===== config.mk =====
export PLATFORM = sky130hd
export DESIGN_NAME = mc_sequencer
export DESIGN_NICKNAME = d
export VERILOG_FILES = /design/src/rtl/mc_sequencer.sv
export SDC_FILE = /design/constraint.sdc
export NUM_CORES = 1
export LEC_CHECK = 0
export ABC_CLOCK_PERIOD_IN_PS = 4450
export BUFFER_PORTS_ARGS = -buffer_cell sky130_fd_sc_hd__buf_4
export CORE_ASPECT_RATIO = 0.9
export CORE_MARGIN = 1.5
export CORE_UTILIZATION = 49
export CTS_CLUSTER_DIAMETER = 120
export CTS_CLUSTER_SIZE = 12
export DETAILED_ROUTE_END_ITERATION = 10
export GPL_ROUTABILITY_DRIVEN = 0
export GPL_TIMING_DRIVEN = 0
export HOLD_SLACK_MARGIN = 0.06
export PLACE_DENSITY_LB_ADDON = 0.3
export SLEW_MARGIN = 20
export SYNTH_ARGS = -nofsm -noshare
export SYNTH_HDL_FRONTEND = slang
export SYNTH_SLANG_ARGS = --single-unit

===== constraint.sdc =====
create_clock -name clk -period 4.45 [get_ports clk]
set_clock_uncertainty 0.2 [all_clocks]
set_input_delay 0.445 -clock clk [delete_from_list [all_inputs] [get_ports clk]]
set_output_delay 0.445 -clock clk [all_outputs]
set_load 0.005 [all_outputs]

===== src/rtl/mc_sequencer.sv =====
// mc_sequencer -- multi-cycle control sequencer for the SCC core.
//
// Owns PC and IR and steps every instruction through FETCH / DECODE /
// EXECUTE / MEM / WB. Instruction and data memory use req/ack handshakes,
// so either memory may insert wait states. A per-request timeout sends
// the core to a sticky ERROR state.
//
// Optional feature macro: SCC_PERF_CNT_EN
//   defined     -> cycle_cnt / instret_cnt are live performance counters
//   not defined -> both counters are tied to zero
//
// Ports
//   clk, reset          rising-edge clock, asynchronous active-low reset
//   run                 run enable, sampled at instruction boundaries
//   imem_req/addr/ack/rdata
//                       instruction fetch handshake (addr = pc)
//   ir                  instruction register, feeds the decoder
//   dec_*               decoder flags (combinational from ir)
//   branch_taken/target branch resolution from EX
//   flags_we            EX flag update strobe (EXECUTE)
//   dmem_req/we/ack     data memory handshake
//   rf_we               register file write strobe (WB)
//   pc, state           program counter, FSM state code
//   retire              1-cycle pulse per completed instruction
//   halted, err         sticky halt / memory-timeout indications
//   cycle_cnt, instret_cnt
//                       performance counters
module mc_sequencer #(
  parameter int unsigned ADDR_W      = 32,
  parameter int unsigned DATA_W      = 32,
  parameter int unsigned PC_STEP     = 4,
  parameter logic [ADDR_W-1:0] RESET_PC = '0,
  parameter int unsigned MEM_TIMEOUT = 15
) (
  input  logic              clk,
  input  logic              reset,
  input  logic              run,
  output logic              imem_req,
  output logic [ADDR_W-1:0] imem_addr,
  input  logic              imem_ack,
  input  logic [DATA_W-1:0] imem_rdata,
  output logic [DATA_W-1:0] ir,
  input  logic              dec_is_halt,
  input  logic              dec_is_branch,
  input  logic              dec_is_mem,
  input  logic              dec_is_store,
  input  logic              dec_wb,
  input  logic              branch_taken,
  input  logic [ADDR_W-1:0] branch_target,
  output logic              flags_we,
  output logic              dmem_req,
  output logic              dmem_we,
  input  logic              dmem_ack,
  output logic              rf_we,
  output logic [ADDR_W-1:0] pc,
  output logic [2:0]        state,
  output logic              retire,
  output logic              halted,
  output logic              err,
  output logic [31:0]       cycle_cnt,
  output logic [31:0]       instret_cnt
);

  typedef enum logic [2:0] {
    S_IDLE    = 3'd0,
    S_FETCH   = 3'd1,
    S_DECODE  = 3'd2,
    S_EXECUTE = 3'd3,
    S_MEM     = 3'd4,
    S_WB      = 3'd5,
    S_HALT    = 3'd6,
    S_ERROR   = 3'd7
  } state_t;

  localparam int unsigned CNT_W = (MEM_TIMEOUT < 2) ? 1 : $clog2(MEM_TIMEOUT + 1);
  // Value of the wait counter during the last permitted wait cycle; a
  // missing ack in that cycle is what triggers the timeout.
  localparam logic [CNT_W-1:0] TO_LAST =
    (MEM_TIMEOUT == 0) ? '0 : CNT_W'(MEM_TIMEOUT - 1);
  localparam logic TO_EN = (MEM_TIMEOUT != 0);

  state_t            cur_state;
  state_t            nxt_state;
  logic [ADDR_W-1:0] pc_q;
  logic [DATA_W-1:0] ir_q;
  logic [CNT_W-1:0]  wait_cnt;
  logic              retire_q;

  logic              ir_load;
  logic              pc_load;
  logic              complete;
  logic              wait_inc;
  logic              wait_clr;
  logic              timeout_hit;
  logic [ADDR_W-1:0] pc_next;

  assign timeout_hit = TO_EN && (wait_cnt == TO_LAST);
  assign pc_next     = (dec_is_branch && branch_taken) ? branch_target
                                                       : pc_q + ADDR_W'(PC_STEP);
  // Entering a memory-request state restarts its timeout window.
  assign wait_clr    = (nxt_state != cur_state) &&
                       ((nxt_state == S_FETCH) || (nxt_state == S_MEM));

  always_ff @(posedge clk or negedge reset) begin
    if (!reset) begin
      cur_state <= S_IDLE;
      pc_q      <= RESET_PC;
      ir_q      <= '0;
      wait_cnt  <= '0;
      retire_q  <= 1'b0;
    end else begin
      cur_state <= nxt_state;
      retire_q  <= complete;
      if (ir_load) ir_q <= imem_rdata;
      if (pc_load) pc_q <= pc_next;
      if (wait_clr)      wait_cnt <= '0;
      else if (wait_inc) wait_cnt <= wait_cnt + 1'b1;
    end
  end

  always_comb begin
    nxt_state = cur_state;
    imem_req  = 1'b0;
    dmem_req  = 1'b0;
    dmem_we   = 1'b0;
    flags_we  = 1'b0;
    rf_we     = 1'b0;
    ir_load   = 1'b0;
    pc_load   = 1'b0;
    complete  = 1'b0;
    wait_inc  = 1'b0;
    case (cur_state)
      S_IDLE: begin
        if (run) nxt_state = S_FETCH;
      end
      S_FETCH: begin
        imem_req = 1'b1;
        // An ack in the final wait cycle still beats the timeout.
        if (imem_ack) begin
          ir_load   = 1'b1;
          nxt_state = S_DECODE;
        end else if (timeout_hit) begin
          nxt_state = S_ERROR;
        end else begin
          wait_inc = 1'b1;
        end
      end
      S_DECODE: begin
        nxt_state = dec_is_halt ? S_HALT : S_EXECUTE;
      end
      S_EXECUTE: begin
        flags_we = 1'b1;
        pc_load  = 1'b1;
        if (dec_is_mem) begin
          nxt_state = S_MEM;
        end else if (dec_wb) begin
          nxt_state = S_WB;
        end else begin
          complete  = 1'b1;
          nxt_state = run ? S_FETCH : S_IDLE;
        end
      end
      S_MEM: begin
        dmem_req = 1'b1;
        dmem_we  = dec_is_store;
        if (dmem_ack) begin
          if (dec_is_store) begin
            complete  = 1'b1;
            nxt_state = run ? S_FETCH : S_IDLE;
          end else begin
            nxt_state = S_WB;
          end
        end else if (timeout_hit) begin
          nxt_state = S_ERROR;
        end else begin
          wait_inc = 1'b1;
        end
      end
      S_WB: begin
        rf_we     = 1'b1;
        complete  = 1'b1;
        nxt_state = run ? S_FETCH : S_IDLE;
      end
      S_HALT:  nxt_state = S_HALT;
      S_ERROR: nxt_state = S_ERROR;
      default: nxt_state = S_IDLE;
    endcase
  end

  assign imem_addr = pc_q;
  assign pc        = pc_q;
  assign ir        = ir_q;
  assign state     = cur_state;
  assign retire    = retire_q;
  assign halted    = (cur_state == S_HALT);
  assign err       = (cur_state == S_ERROR);

`ifdef SCC_PERF_CNT_EN
  logic [31:0] cycle_q;
  logic [31:0] instret_q;
  logic        active;

  assign active = (cur_state != S_IDLE) && (cur_state != S_HALT) &&
                  (cur_state != S_ERROR);

  // Counters wrap naturally at 2^32.
  always_ff @(posedge clk or negedge reset) begin
    if (!reset) begin
      cycle_q   <= '0;
      instret_q <= '0;
    end else begin
      if (active)   cycle_q   <= cycle_q + 32'd1;
      if (retire_q) instret_q <= instret_q + 32'd1;
    end
  end

  assign cycle_cnt   = cycle_q;
  assign instret_cnt = instret_q;
`else
  assign cycle_cnt   = 32'd0;
  assign instret_cnt = 32'd0;
`endif

endmodule

# Yosys cells after proc, flatten, opt, wreduce, memory -nomap -nowiden
# Cells that the tools add are included.
classes:
  eq_ne: 11
  n_lt_le_gt_ge: 0
  n_div: 0
  muxes: 29
  n_mul: 0
  add_sub_neg: 2
  bitwise: 0
  n_reduce_logical: 5
  shift: 0
ops:
  columns: ["operator", "n"]
  rows:
  - ["32-bit by 3-bit adder with 32-bit output (second input constant)", 1]
  - ["32-bit 2-to-1 mux", 1]
  - ["3-bit 2-to-1 mux", 8]
  - ["3-bit case mux with 8 select lines", 1]
  - ["3-bit equality test (second input constant)", 5]
  - ["1-bit 2-to-1 mux", 15]
  - ["4-bit 2-to-1 mux", 2]
  - ["3-bit by 1-bit equality test with 1-bit output (second input constant)", 2]
  - ["3-bit by 2-bit equality test with 1-bit output (second input constant)", 2]
  - ["4-bit by 1-bit adder with 4-bit output (second input constant)", 1]
  - ["4-bit equality test (second input constant)", 1]
  - ["3-bit zero test", 1]
  - ["3-bit != test", 1]
  - ["1-bit case mux with 3 select lines", 1]
  - ["1-bit logical AND", 2]
  - ["1-bit case mux with 2 select lines", 1]
  - ["2-bit nonzero test", 1]
  - ["1-bit logical OR", 1]
totals:
  output_inout_bits: 171
  ram_bits: 0
  input_bits: 75
  wordCells: 52
  latchBits: 0
  romBits: 0
  memories: 0
  ff_bits: 72

# Depth between registers and ports, before layout
# Gate-level depths: netlist (run 1).
depth:
  depth_word: 8
  ltp_mapped: 8
  depth_no_buf: 7

# Worst setup path after synthesis (run 1)
# OpenSTA, ideal clock, no wires.
synth_timing:
  kind: "register to register"
  startpoint: "reg wait_cnt[0]"
  endpoint: "reg wait_cnt[0]"
  arrival_time_ns: 1.947
  required_ns: 4.127
  synth_period_minus_slack_ns: 2.270
  stages_incl_launch_ff: 9
  setup_ns: 0.123
  setup_slack_ns: 2.180
  n_path_buf: 1
  cell_sequence: "dfrtp_1 inv_1 ha_1 and3_4 buf_6 a221oi_1 or4b_1 mux2i_4 nor2_1"
synth_via:
  elab_chain_len: 8
  word_cells_on_any_way: 18
  cone_classes: "1 x add/sub; 4 x eq/ne; 10 x mux; 3 x reduce/logical"
synth_rtl:
  columns: ["item", "line_no", "source"]
  rows:
  - ["start, declared", "86", "logic [CNT_W-1:0] wait_cnt;"]
  - ["start signal, assigned", "117", "else if (wait_inc) wait_cnt <= wait_cnt + 1'b1;"]
  - ["4-bit equality test", "97", "assign timeout_hit = TO_EN && (wait_cnt == TO_LAST);"]
  - ["3-bit 2-to-1 mux", "142, 173", null]
  - ["3-bit 2-to-1 mux, on equally long branches", "166, 139", null]
  - ["3-bit case mux with 8 select lines", "132", "case (cur_state)"]
  - ["3-bit by 1-bit equality test with 1-bit output / 3-bit equality test (equally long branches)", "102", "((nxt_state == S_FETCH) || (nxt_state == S_MEM));"]
  - ["1-bit logical OR", "102", null]
  - ["1-bit logical AND", "101", "assign wait_clr = (nxt_state != cur_state) &&"]
  - ["4-bit 2-to-1 mux / 2-bit nonzero test (equally long branches)", null, null]
# Parallel ways exist; a longest one is shown, timed or not. The select of a mux whose other input is x is not followed.
# A chain may end at the register's enable or synchronous reset.

# Worst setup path after layout (run 1)
layout_timing:
  startpoint: "reg cur_state[2] (netlist: state[2])"
  endpoint: "out flags_we"
layout_via:
  elab_chain_len: 2
layout_rtl:
  columns: ["item", "line_no", "source"]
  rows:
  - ["start, declared", "82", "state_t cur_state;"]
  - ["start signal, assigned", "112", "cur_state <= nxt_state;"]
  - ["3-bit by 2-bit equality test with 1-bit output", "132", null]
  - ["1-bit 2-to-1 mux", "132", null]
  - ["end, declared", "50", "output logic flags_we,"]
# No other way between the ends.

==> results of run 1 <==
## metal layers
layer	share of wire, %	wire length [um]	GRT usage, %
met1	38	4820	28.5
met4	1.5	191	9.59
met2	50	6360	45.0
met5	0	0	0
met3	11	1350	7.59
## final cells by class
class / instances / share of cell area (%)
multi-input combinational: 347 / 32.6
sequential: 72 / 27.8
timing repair buffer: 181 / 20.9
buffer: 125 / 13.2
tap: 122 / 2.35
clock buffer: 11 / 2.18
clock inverter: 4 / 0.694
inverter: 5 / 0.289
## per-stage QoR
step	util, %	cell area (um^2)	std cells
6_report	71.4	6490	867
5_1_grt	71.4	6490	867
4_1_cts	71.4	6490	867
3_3_place_gp	69.4	6300	852
2_1_floorplan	-	4790	549
3_5_place_dp	69.4	6300	852
## kinds of logic (layout without fill, tap and decap cells)
group / after synthesis / count (layout) / synth area share (%)
adders and majority gates: 3 / 3 / 0.824
and+or+nand+nor: 147 / 147 / 16.9
other: 1 / 64 / 0.0823
muxes: 37 / 37 / 9.37
DFF: 72 / 72 / 39.5
buffers and inverters: 130 / 326 / 19.2
xor gates and xnor gates: 3 / 3 / 0.577
AOI/OAI and AO/OA: 93 / 93 / 13.5
## synth_stat cells, types with 4 or more instances
cell,count
buf_2,12
nand4_1,12
mux2_2,33
buf_4,97
nor2_1,32
nor3b_1,5
and2_1,4
and3_1,10
clkbuf_1,12
nor3_1,5
o22a_1,4
o21ai_0,16
nand3_1,25
a2bb2oi_1,11
o22ai_1,9
nand2_1,30
a21oi_1,33
dfrtp_1,72
inv_1,5
## flip-flops by register name, indices dropped and copies added (netlist names)
name,flops
imem_addr,32
retire,1
wait_cnt,4
ir,32
state,3
## cells in the final DEF, fill, tap and decap left out, types with 4 or more instances in the layout
cell / instances
nand2_1: 30
conb_1: 64
clkbuf_8: 10
o22ai_1: 9
nor3b_1: 5
o22a_1: 4
nor2_1: 32
nand4_1: 12
clkbuf_1: 13
and2_1: 4
nand3_1: 25
o21ai_0: 16
a21oi_1: 33
mux2_2: 33
a2bb2oi_1: 11
buf_2: 12
buf_4: 278
and3_1: 10
dfrtp_1: 72
nor3_1: 5
inv_1: 5
## power groups by stage
stage	registers, mW	clock network (mW)	logic, mW
after CTS	1.23	0.516	1.64
after detailed placement	1.24	0	1.63
final	1.24	0.508	1.63
after floorplan	1.20	0	0.798
after global routing	1.28	0.541	1.77
after global placement	1.22	0	1.59
## worst max-delay path, cell delays in order, from the launching register on
cell and delay (ns):
dfrtp_1 0.43, buf_2 0.20, nand3b_1 0.23, buf_2 0.22, inv_1 0.11, buf_2 0.26, buf_1 0.46, buf_4 0.21
## worst max-delay path by stage
| stage | slack (ns) | endpoint | depth (start not counted) | start |
|---|---|---|---|---|
| after CTS | 1.35 | flags_we | 7 | state[2] |
| after floorplan | 2.18 | wait_cnt[0] | 8 | wait_cnt[0] |
| after global placement | 1.79 | flags_we | 7 | state[2] |
| after global routing | 1.18 | flags_we | 7 | state[1] |
| final | 1.36 | flags_we | 7 | state[2] |
| after detailed placement | 1.72 | flags_we | 7 | state[2] |
==> flow_metrics.tcl, run 1 <==
set metrics [dict create \
    outcome "finished, final reports clean" \
    r2r_setup_slack_ns 2.00 \
    arrival_ns 2.44 \
    gr-usage-all-layers_pct 25.1 \
    cts_tree "built" \
    synthFlopType "dfrtp_1" \
    cts_max_level 3 \
    rr_endpoint "wait_cnt[0]" \
    synth.distinct_cells 56 \
    die_h_um 94.5 \
    drv_cap 0 \
    drive_gt1_share_pct 46.4 \
    grt_pass1_wl_um 20000 \
    pwr-share-clk_pct 15.1 \
    start_util_pct 50.2 \
    cp-start-kind "register" \
    grt_max_degree 73 \
    final_nets 819 \
    finalPower_mw 3.38 \
    clock_sinks 72 \
    drc_errors 0 \
    row_count 33 \
    tightest_slew_ns 0.906 \
    timing.fmax_mhz 324 \
    hold_class "input pin to async pin" \
    fill_cells 698 \
    fin_crit_sh_pct 69.3 \
    cts_setup_buffers 0 \
    hpwl_um 9730 \
    synth_seq_cells 72 \
    combPwrFrac_pct 48.3 \
    synthCells 486 \
    die-area_um2 9890 \
    async_reset_ff_share_pct 100 \
    clock_latency_ns 0.34 \
    final_hold_viol_count 0 \
    gr-total-overflow 0 \
    wirelength_um 12700 \
    cp_max_fo 10 \
    avgSynthCellArea_um2 9.37 \
    numCtsBuffers 9 \
    clock-root-buffer "clkbuf_8" \
    holdWs_ns 0.0342 \
    core_um2 9080 \
    synth_top_area_share_pct 39.5 \
    fp.dieW_um 105 \
    maxSlewViolCount 0 \
    peakVddDrop_uv 318 \
    dp_slack_ns 1.72 \
    setup_ws_ns 1.36 \
    clk_pin_slew_worst_paths_ns 0.08 \
    power.density_nw_per_um2 520 \
    intPower_mw 2.22 \
    synth_edf_count 0 \
    setup_viol 0 \
    max_slew_margin_pct 39.6 \
    cts_resized 0 \
    drtIter0Drc 247 \
    end_kind "output pin" \
    netlist_top_cells_area "dfrtp_1 (40%), buf_4 (16%), mux2_2 (8.2%), a21oi_1 (3.6%), nand3_1 (2.7%)" \
    pin_count 246 \
    diodes 0 \
    area_growth_pct 42.5 \
    swShare_pct 34.3 \
    ff2ff_path_depth 8 \
    multi_input_area_um2 2120 \
    drt_first_pass_iters 5 \
    via_per_inst 5.08 \
    ant_nets 0 \
    cts_max_path_buffers 2 \
    setup_tns_ns 0 \
    holdBufCountCts 0 \
    antenna_found_initial 0 \
    regArea_um2 1800 \
    synthesis.area_um2 4560 \
    grt_pass1_vias 4307 \
    p_seq_share_pct 36.7 \
    leakage_nw 3.27 \
    r2r_start "wait_cnt[0]" \
    synth_area_leader_cell "dfrtp_1" \
    p_sw_mw 1.16 \
    yosysSeqAreaShare_pct 39.5 \
    synth_warnings 0 \
    rsz0062_at_grt "no" \
    portBuffers 181 \
    min_period_ns 3.09 \
    required_ns 3.81 \
    vias 4407 \
    drt-wirelength-per-cell_um 14.7 \
    crit_type "register to output pin" \
]
Note: power is estimated with default switching activity, not from simulation.
==> inputs of run 2 (changes only) <==
--- a/config.mk
+++ b/config.mk
@@ -5,11 +5,12 @@
 export SDC_FILE = /design/constraint.sdc
 export NUM_CORES = 1
 export LEC_CHECK = 0
-export ABC_CLOCK_PERIOD_IN_PS = 4450
+export ABC_AREA = 1
+export ABC_CLOCK_PERIOD_IN_PS = 2790
 export BUFFER_PORTS_ARGS = -buffer_cell sky130_fd_sc_hd__buf_4
 export CORE_ASPECT_RATIO = 0.9
 export CORE_MARGIN = 1.5
-export CORE_UTILIZATION = 49
+export CORE_UTILIZATION = 42
 export CTS_CLUSTER_DIAMETER = 120
 export CTS_CLUSTER_SIZE = 12
 export DETAILED_ROUTE_END_ITERATION = 10
==> constraint.sdc (replaced) <==
create_clock -name clk -period 2.79 [get_ports clk]
set_clock_uncertainty 0.2 [all_clocks]
set_input_delay 0.279 -clock clk [delete_from_list [all_inputs] [get_ports clk]]
set_output_delay 0.279 -clock clk [all_outputs]
set_load 0.005 [all_outputs]
==> run 2 against run 1 <==
Global-route usage fell by 1.6 points. First-iteration DRC count rose by 46%. Non-clock buffer count rose by 38. Area after synthesis rose by 9.4%. Largest power group is now clock. Clock-buffer cell count fell by 2. Cell count rose by 25%. Largest cell class unchanged. Worst setup slack got worse by 1.1 ns. Flip-flop and latch count did not move. Combinational power fell by 82%. Core utilization fell by 5.4 points. Synthesized cell count rose by 27%. Sequential share of layout area fell by 4.0 points.
==> flow_metrics.tcl, run 2 <==
set metrics [dict create \
    wirelength_um 14600 \
    gr-usage-all-layers_pct 23.5 \
    cp_max_fo 10 \
    cp-start-kind "register" \
    end_kind "output pin" \
    min_period_ns 2.50 \
    synth_edf_count 0 \
    cts_tree "built" \
    pin_count 246 \
    tightest_slew_ns 0.953 \
    synth_top_area_share_pct 36.2 \
    worstHoldStart "branch_target[22]" \
    drt_first_pass_iters 6 \
    clock-root-buffer "clkbuf_16" \
    async_reset_ff_share_pct 100 \
    mostFrequentLayoutCell "buf_4" \
    layoutNonFillerInstCount 1085 \
    yosys-top-cells-count "nand2_1 (122), buf_4 (98), dfrtp_1 (72), inv_1 (56), nor2_1 (56)" \
    synthesis.area_um2 4980 \
    synth_top_family_by_area "simple AND/OR/NAND/NOR gates" \
    final_area_um2 7580 \
    final_cell_mix "buf_4 (279), nand2_1 (122), dfrtp_1 (72)" \
    hpwl_um 10600 \
    leakage_nw 4.50 \
    cts_max_level 3 \
    setup_viol 0 \
    grt_pass1_vias 4689 \
    drv_cap 0 \
    area_growth_pct 52.1 \
    hold_class "input pin to register" \
    synth_warnings 0 \
    multi_input_area_um2 2370 \
    r2r_start "imem_addr[2]" \
    final_nets 1002 \
    portBuffers 181 \
    synth.distinct_cells 38 \
    grt_pass1_wl_um 23800 \
    cts_max_path_buffers 2 \
    maxSlewViolCount 0 \
    synthCells 617 \
    placed_cells 1017 \
    regArea_um2 1800 \
    clock_sinks 72 \
    gr-total-overflow 0 \
    via_per_inst 4.61 \
    netlist_top_cells_area "dfrtp_1 (36%), buf_4 (15%), nand2_1 (9.2%), mux2_4 (9.0%), nand3_1 (5.4%)" \
    peakVddDrop_uv 281 \
    place_area_um2 6770 \
    synth_most_common_cell "nand2_1" \
    synthFlopType "dfrtp_1" \
    synthSimpleGateAreaFrac_pct 24.9 \
    yosysSeqAreaShare_pct 36.2 \
    rsz0062_at_grt "no" \
    synth_seq_cells 72 \
    die-area_um2 12500 \
    core_um2 11500 \
    row_count 37 \
    drt-wirelength-per-cell_um 13.5 \
    clock_latency_ns 0.33 \
    drc_errors 0 \
    synthXorXnorAreaFrac_pct 1.41 \
    outcome "finished, final reports clean" \
    ant_nets 0 \
    clk_pin_slew_worst_paths_ns 0.07 \
    diodes 0 \
    power.density_nw_per_um2 323 \
    setup_tns_ns 0 \
    drive_gt1_share_pct 38.6 \
    yosys.area_share.adder_pct 0.753 \
    synth_compound_area_share_pct 5.65 \
    timing.fmax_mhz 400 \
    final_hold_viol_count 0 \
    fin_crit_sh_pct 89.7 \
    die_h_um 106 \
    crit_start "state[2]" \
    required_ns 2.31 \
    avgSynthCellArea_um2 8.08 \
    numCtsBuffers 9 \
    max_slew_margin_pct 36.5 \
    start_util_pct 43.4 \
    drtIter0Drc 361 \
    fill_cells 1016 \
    vias 4998 \
    crit_type "register to output pin" \
    antenna_found_initial 0 \
    synth_area_leader_cell "dfrtp_1" \
    synth_mux_area_share_pct 9.94 \
    fp.dieW_um 118 \
    arrival_ns 2.02 \
    grt_max_degree 73 \
]
==> run 2: cell count changes in the layout (fill, tap and decap cells not counted), moves of 10 or more <==
cell	before	now
o21ai_0	16	30
nand2_1	30	122
a2bb2oi_1	11	0
a21oi_1	33	6
nand3_1	25	54
dlygate4sd3_1	0	52
mux2_2	33	4
buf_2	12	2
inv_1	5	56
clkbuf_8	10	0
nor2_1	32	56
mux2_4	0	30
==> run 2: logic make-up after synthesis <==
kind of cell / after synthesis
and+or+nand+nor: 275
buffers and inverters: 173
DFF: 72
AOI/OAI and AO/OA: 51
muxes: 34
xor gates and xnor gates: 8
adders and majority gates: 3
other: 1
==> run 2: what timing repair did <==
| action | CTS | global route |
|---|---|---|
| hold buffers | 52 | 0 |
| endpoints found under the hold margin | 122 | 0 |
| buffers inserted | 0 | 0 |
| gates resized for setup | 0 | 0 |
==> run 2: path summary, 6_finish.rpt <==
check | endpoint | slack, ns | cells after the start
max reg2reg | imem_addr[24] | 0.56 | 9
min reg2reg | ir[23] | 0.31 | 1
min in group asynchronous | imem_addr[31] | 0.44 | 2
max in group asynchronous | wait_cnt[2] | 1.29 | 2
min | imem_addr[22] | 0.07 | 4
max | flags_we | 0.29 | 6
==> run 2: layer usage <==
metal | track usage (%) | vias up | wire, um
li1 | - | 2457 | -
met1 | 31.8 | 2279 | 6200
met2 | 38.7 | 240 | 6940
met3 | 4.24 | 22 | 1210
met4 | 6.45 | 0 | 248
met5 | 0 | - | 0
==> run 2: cell type report <==
cell class | instances | area share [%]
buffer | 111 | 10.8
clock buffer | 9 | 2.97
clock inverter | 7 | 0.809
inverter | 62 | 3.10
multi-input combinational | 435 | 31.2
sequential | 72 | 23.8
tap | 156 | 2.57
timing repair buffer | 233 | 24.8
==> run 2: stage by stage <==
step	setup WS, ns	total power, mW	utilization (%)	hold WS (ns)
after floorplan	1.01	1.18	-	-0.217
after global placement	0.622	1.29	59.0	0.283
after detailed placement	0.600	1.29	59.0	0.285
after CTS	0.285	2.47	66.0	0.0604
after global routing	0.186	2.54	66.0	0.0650
final	0.287	2.45	66.0	0.0656
==> run 2: worst max-delay path, stage by stage, from the launching register on <==
cell and delay [ns]:
dfrtp_1 0.38, buf_4 0.17, inv_4 0.09, nand3_2 0.10
inv_2 0.19, buf_1 0.54, buf_4 0.23
==> run 2: power breakdown <==
group / total (mW) / internal, mW / switching, mW
registers: 1.05 / 1.04 / 0.00173
logic: 0.290 / 0.181 / 0.109
clock network: 1.11 / 0.621 / 0.493
==> inputs of run 3 (changes only) <==
--- a/config.mk
+++ b/config.mk
@@ -6,11 +6,11 @@
 export NUM_CORES = 1
 export LEC_CHECK = 0
 export ABC_AREA = 1
-export ABC_CLOCK_PERIOD_IN_PS = 2790
+export ABC_CLOCK_PERIOD_IN_PS = 2500
 export BUFFER_PORTS_ARGS = -buffer_cell sky130_fd_sc_hd__buf_4
-export CORE_ASPECT_RATIO = 0.9
+export CORE_ASPECT_RATIO = 0.75
 export CORE_MARGIN = 1.5
-export CORE_UTILIZATION = 42
+export CORE_UTILIZATION = 47
 export CTS_CLUSTER_DIAMETER = 120
 export CTS_CLUSTER_SIZE = 12
 export DETAILED_ROUTE_END_ITERATION = 10
==> constraint.sdc (replaced) <==
create_clock -name clk -period 2.5 [get_ports clk]
set_clock_uncertainty 0.2 [all_clocks]
set_input_delay 0.25 -clock clk [delete_from_list [all_inputs] [get_ports clk]]
set_output_delay 0.25 -clock clk [all_outputs]
set_load 0.005 [all_outputs]
==> run 3 against run 2 <==
Worst setup slack lost 0.10 ns. Hold slack got worse by 0.0033 ns. First-iteration DRC count is 24% higher. Critical endpoint is now imem_addr[24]. Sequential share of layout area shrank 0.22 points. Highest routed layer unchanged. Cell count shrank 1.0%. Critical path depth is 3 higher. Sequential power is 11% higher.
==> flow_metrics.tcl, run 3 (same netlist as run 2, synthesis figures left out) <==
set metrics [dict create \
    p_seq_share_pct 42.7 \
    pin_count 246 \
    ant_nets 0 \
    maxSlewViolCount 0 \
    grt_pass1_vias 4968 \
    clock_latency_ns 0.33 \
    timing.fmax_mhz 432 \
    drt-wirelength-per-cell_um 14.7 \
    combPwrFrac_pct 12.5 \
    final_cell_mix "buf_4 (279), nand2_1 (122), dfrtp_1 (72)" \
    outcome "finished, final reports clean" \
    numCtsBuffers 9 \
    end_kind "register" \
    layoutNonFillerInstCount 1074 \
    pwr-share-clk_pct 44.8 \
    drive_gt1_share_pct 38.3 \
    clock_sinks 72 \
    fin_crit_sh_pct 92.7 \
    leakage_nw 4.54 \
    grt_max_degree 73 \
    clk_pin_slew_worst_paths_ns 0.06 \
    required_ns 2.51 \
    cts_tree "built" \
    core_um2 10300 \
    gr-usage-all-layers_pct 28.1 \
    diodes 0 \
    swShare_pct 24.3 \
    drv_cap 0 \
    grt_pass1_wl_um 24600 \
    clock-root-buffer "clkbuf_16" \
    max_slew_margin_pct 37.8 \
    setup_viol 0 \
    power.density_nw_per_um2 357 \
    arrival_ns 2.33 \
    final_area_um2 7650 \
    row_count 32 \
    cts_max_path_buffers 2 \
    cts_setup_buffers 0 \
    cts_resized 0 \
    portBuffers 181 \
    crit_type "register to register" \
    die_h_um 92.2 \
    intPower_mw 2.07 \
    start_util_pct 48.4 \
    gr-total-overflow 0 \
    hpwl_um 11400 \
    cp_max_fo 6 \
    drt_first_pass_iters 6 \
    die-area_um2 11200 \
    placed_cells 997 \
    drc_errors 0 \
    final_hold_viol_count 0 \
    mostFrequentLayoutCell "buf_4" \
    via_per_inst 4.86 \
    fp.dieW_um 122 \
    dp_slack_ns 0.299 \
    peakVddDrop_uv 531 \
    antenna_found_initial 0 \
    rsz0062_at_grt "no" \
    finalPower_mw 2.73 \
    area_growth_pct 53.6 \
    cp-start-kind "register" \
    p_sw_uw 663 \
    tightest_slew_ns 0.933 \
    vias 5223 \
    cts_max_level 3 \
    final_nets 1011 \
    hold_class "input pin to register" \
    setup_tns_ns 0 \
    setup_ws_ns 0.183 \
    wirelength_um 15800 \
    place_area_um2 6750 \
    min_period_ns 2.32 \
    drtIter0Drc 446 \
]
run 3: changes by cell type in the layout (fill, tap and decap cells not counted), sizes merged:
cell / change
clkinv: +1
inv: -1
dlygate4sd3: +10
buf: -1
run 3: power groups by stage:
stage / Clock, mW / Combinational (mW) / Sequential, mW
detailed placement: 0 / 0.253 / 1.19
global route: 1.29 / 0.371 / 1.17
finish: 1.22 / 0.342 / 1.17
floorplan: 0 / 0.123 / 1.19
global placement: 0 / 0.250 / 1.19
CTS: 1.25 / 0.333 / 1.17
run 3: per-layer routing:
metal,global-route usage [%],routed length (um),part of all wire [%],up-vias
li1,-,-,-,2467
met1,36.2,6210,39,2384
met2,46.6,7600,48,331
met3,6.09,1570,9.9,41
met4,9.41,448,2.8,0
met5,0,0,0,-
run 3: repair_timing:
| action | CTS | global route |
|---|---|---|
| endpoints found under the setup margin | 0 | 1 |
| endpoints found under the hold margin | 132 | 0 |
| hold buffers | 62 | 0 |
run 3: per-stage QoR:
stage          util [%]  hold slack, ns
6_report           74.4          0.0624
5_1_grt            74.4          0.0778
4_1_cts            74.4          0.0608
3_5_place_dp       65.6           0.249
3_3_place_gp       65.6           0.233
2_1_floorplan         -          -0.246
run 3: critical path, stage by stage (launching register included):
cell and delay, ns:
dfrtp_1 0.44, ha_1 0.29, nand2_1 0.11, nor2_2 0.30, nand2_1 0.13, nor2_1 0.18
and3_1 0.25, nand3_1 0.09, o21ai_1 0.14, nand2_1 0.08
run 3: path summary, 6_finish.rpt:
path / from / endpoint / slack (ns) / cells after the start
worst max-delay path: imem_addr[2] / imem_addr[24] / 0.18 / 9
worst min-delay path: branch_target[8] / imem_addr[8] / 0.06 / 3
worst max register to register: imem_addr[2] / imem_addr[24] / 0.18 / 9
worst min register to register: ir[13] / ir[13] / 0.31 / 1
max in group asynchronous: reset / imem_addr[30] / 1.08 / 2
min in group asynchronous: reset / imem_addr[31] / 0.40 / 2
run 3: area by class of cell:
class	count	area [um^2]
fill	786	2640
multi-input combinational	435	2370
timing repair buffer	243	1980
sequential	72	1800
buffer	110	813
inverter	62	235
clock buffer	9	225
tap	136	170
clock inverter	7	61.3
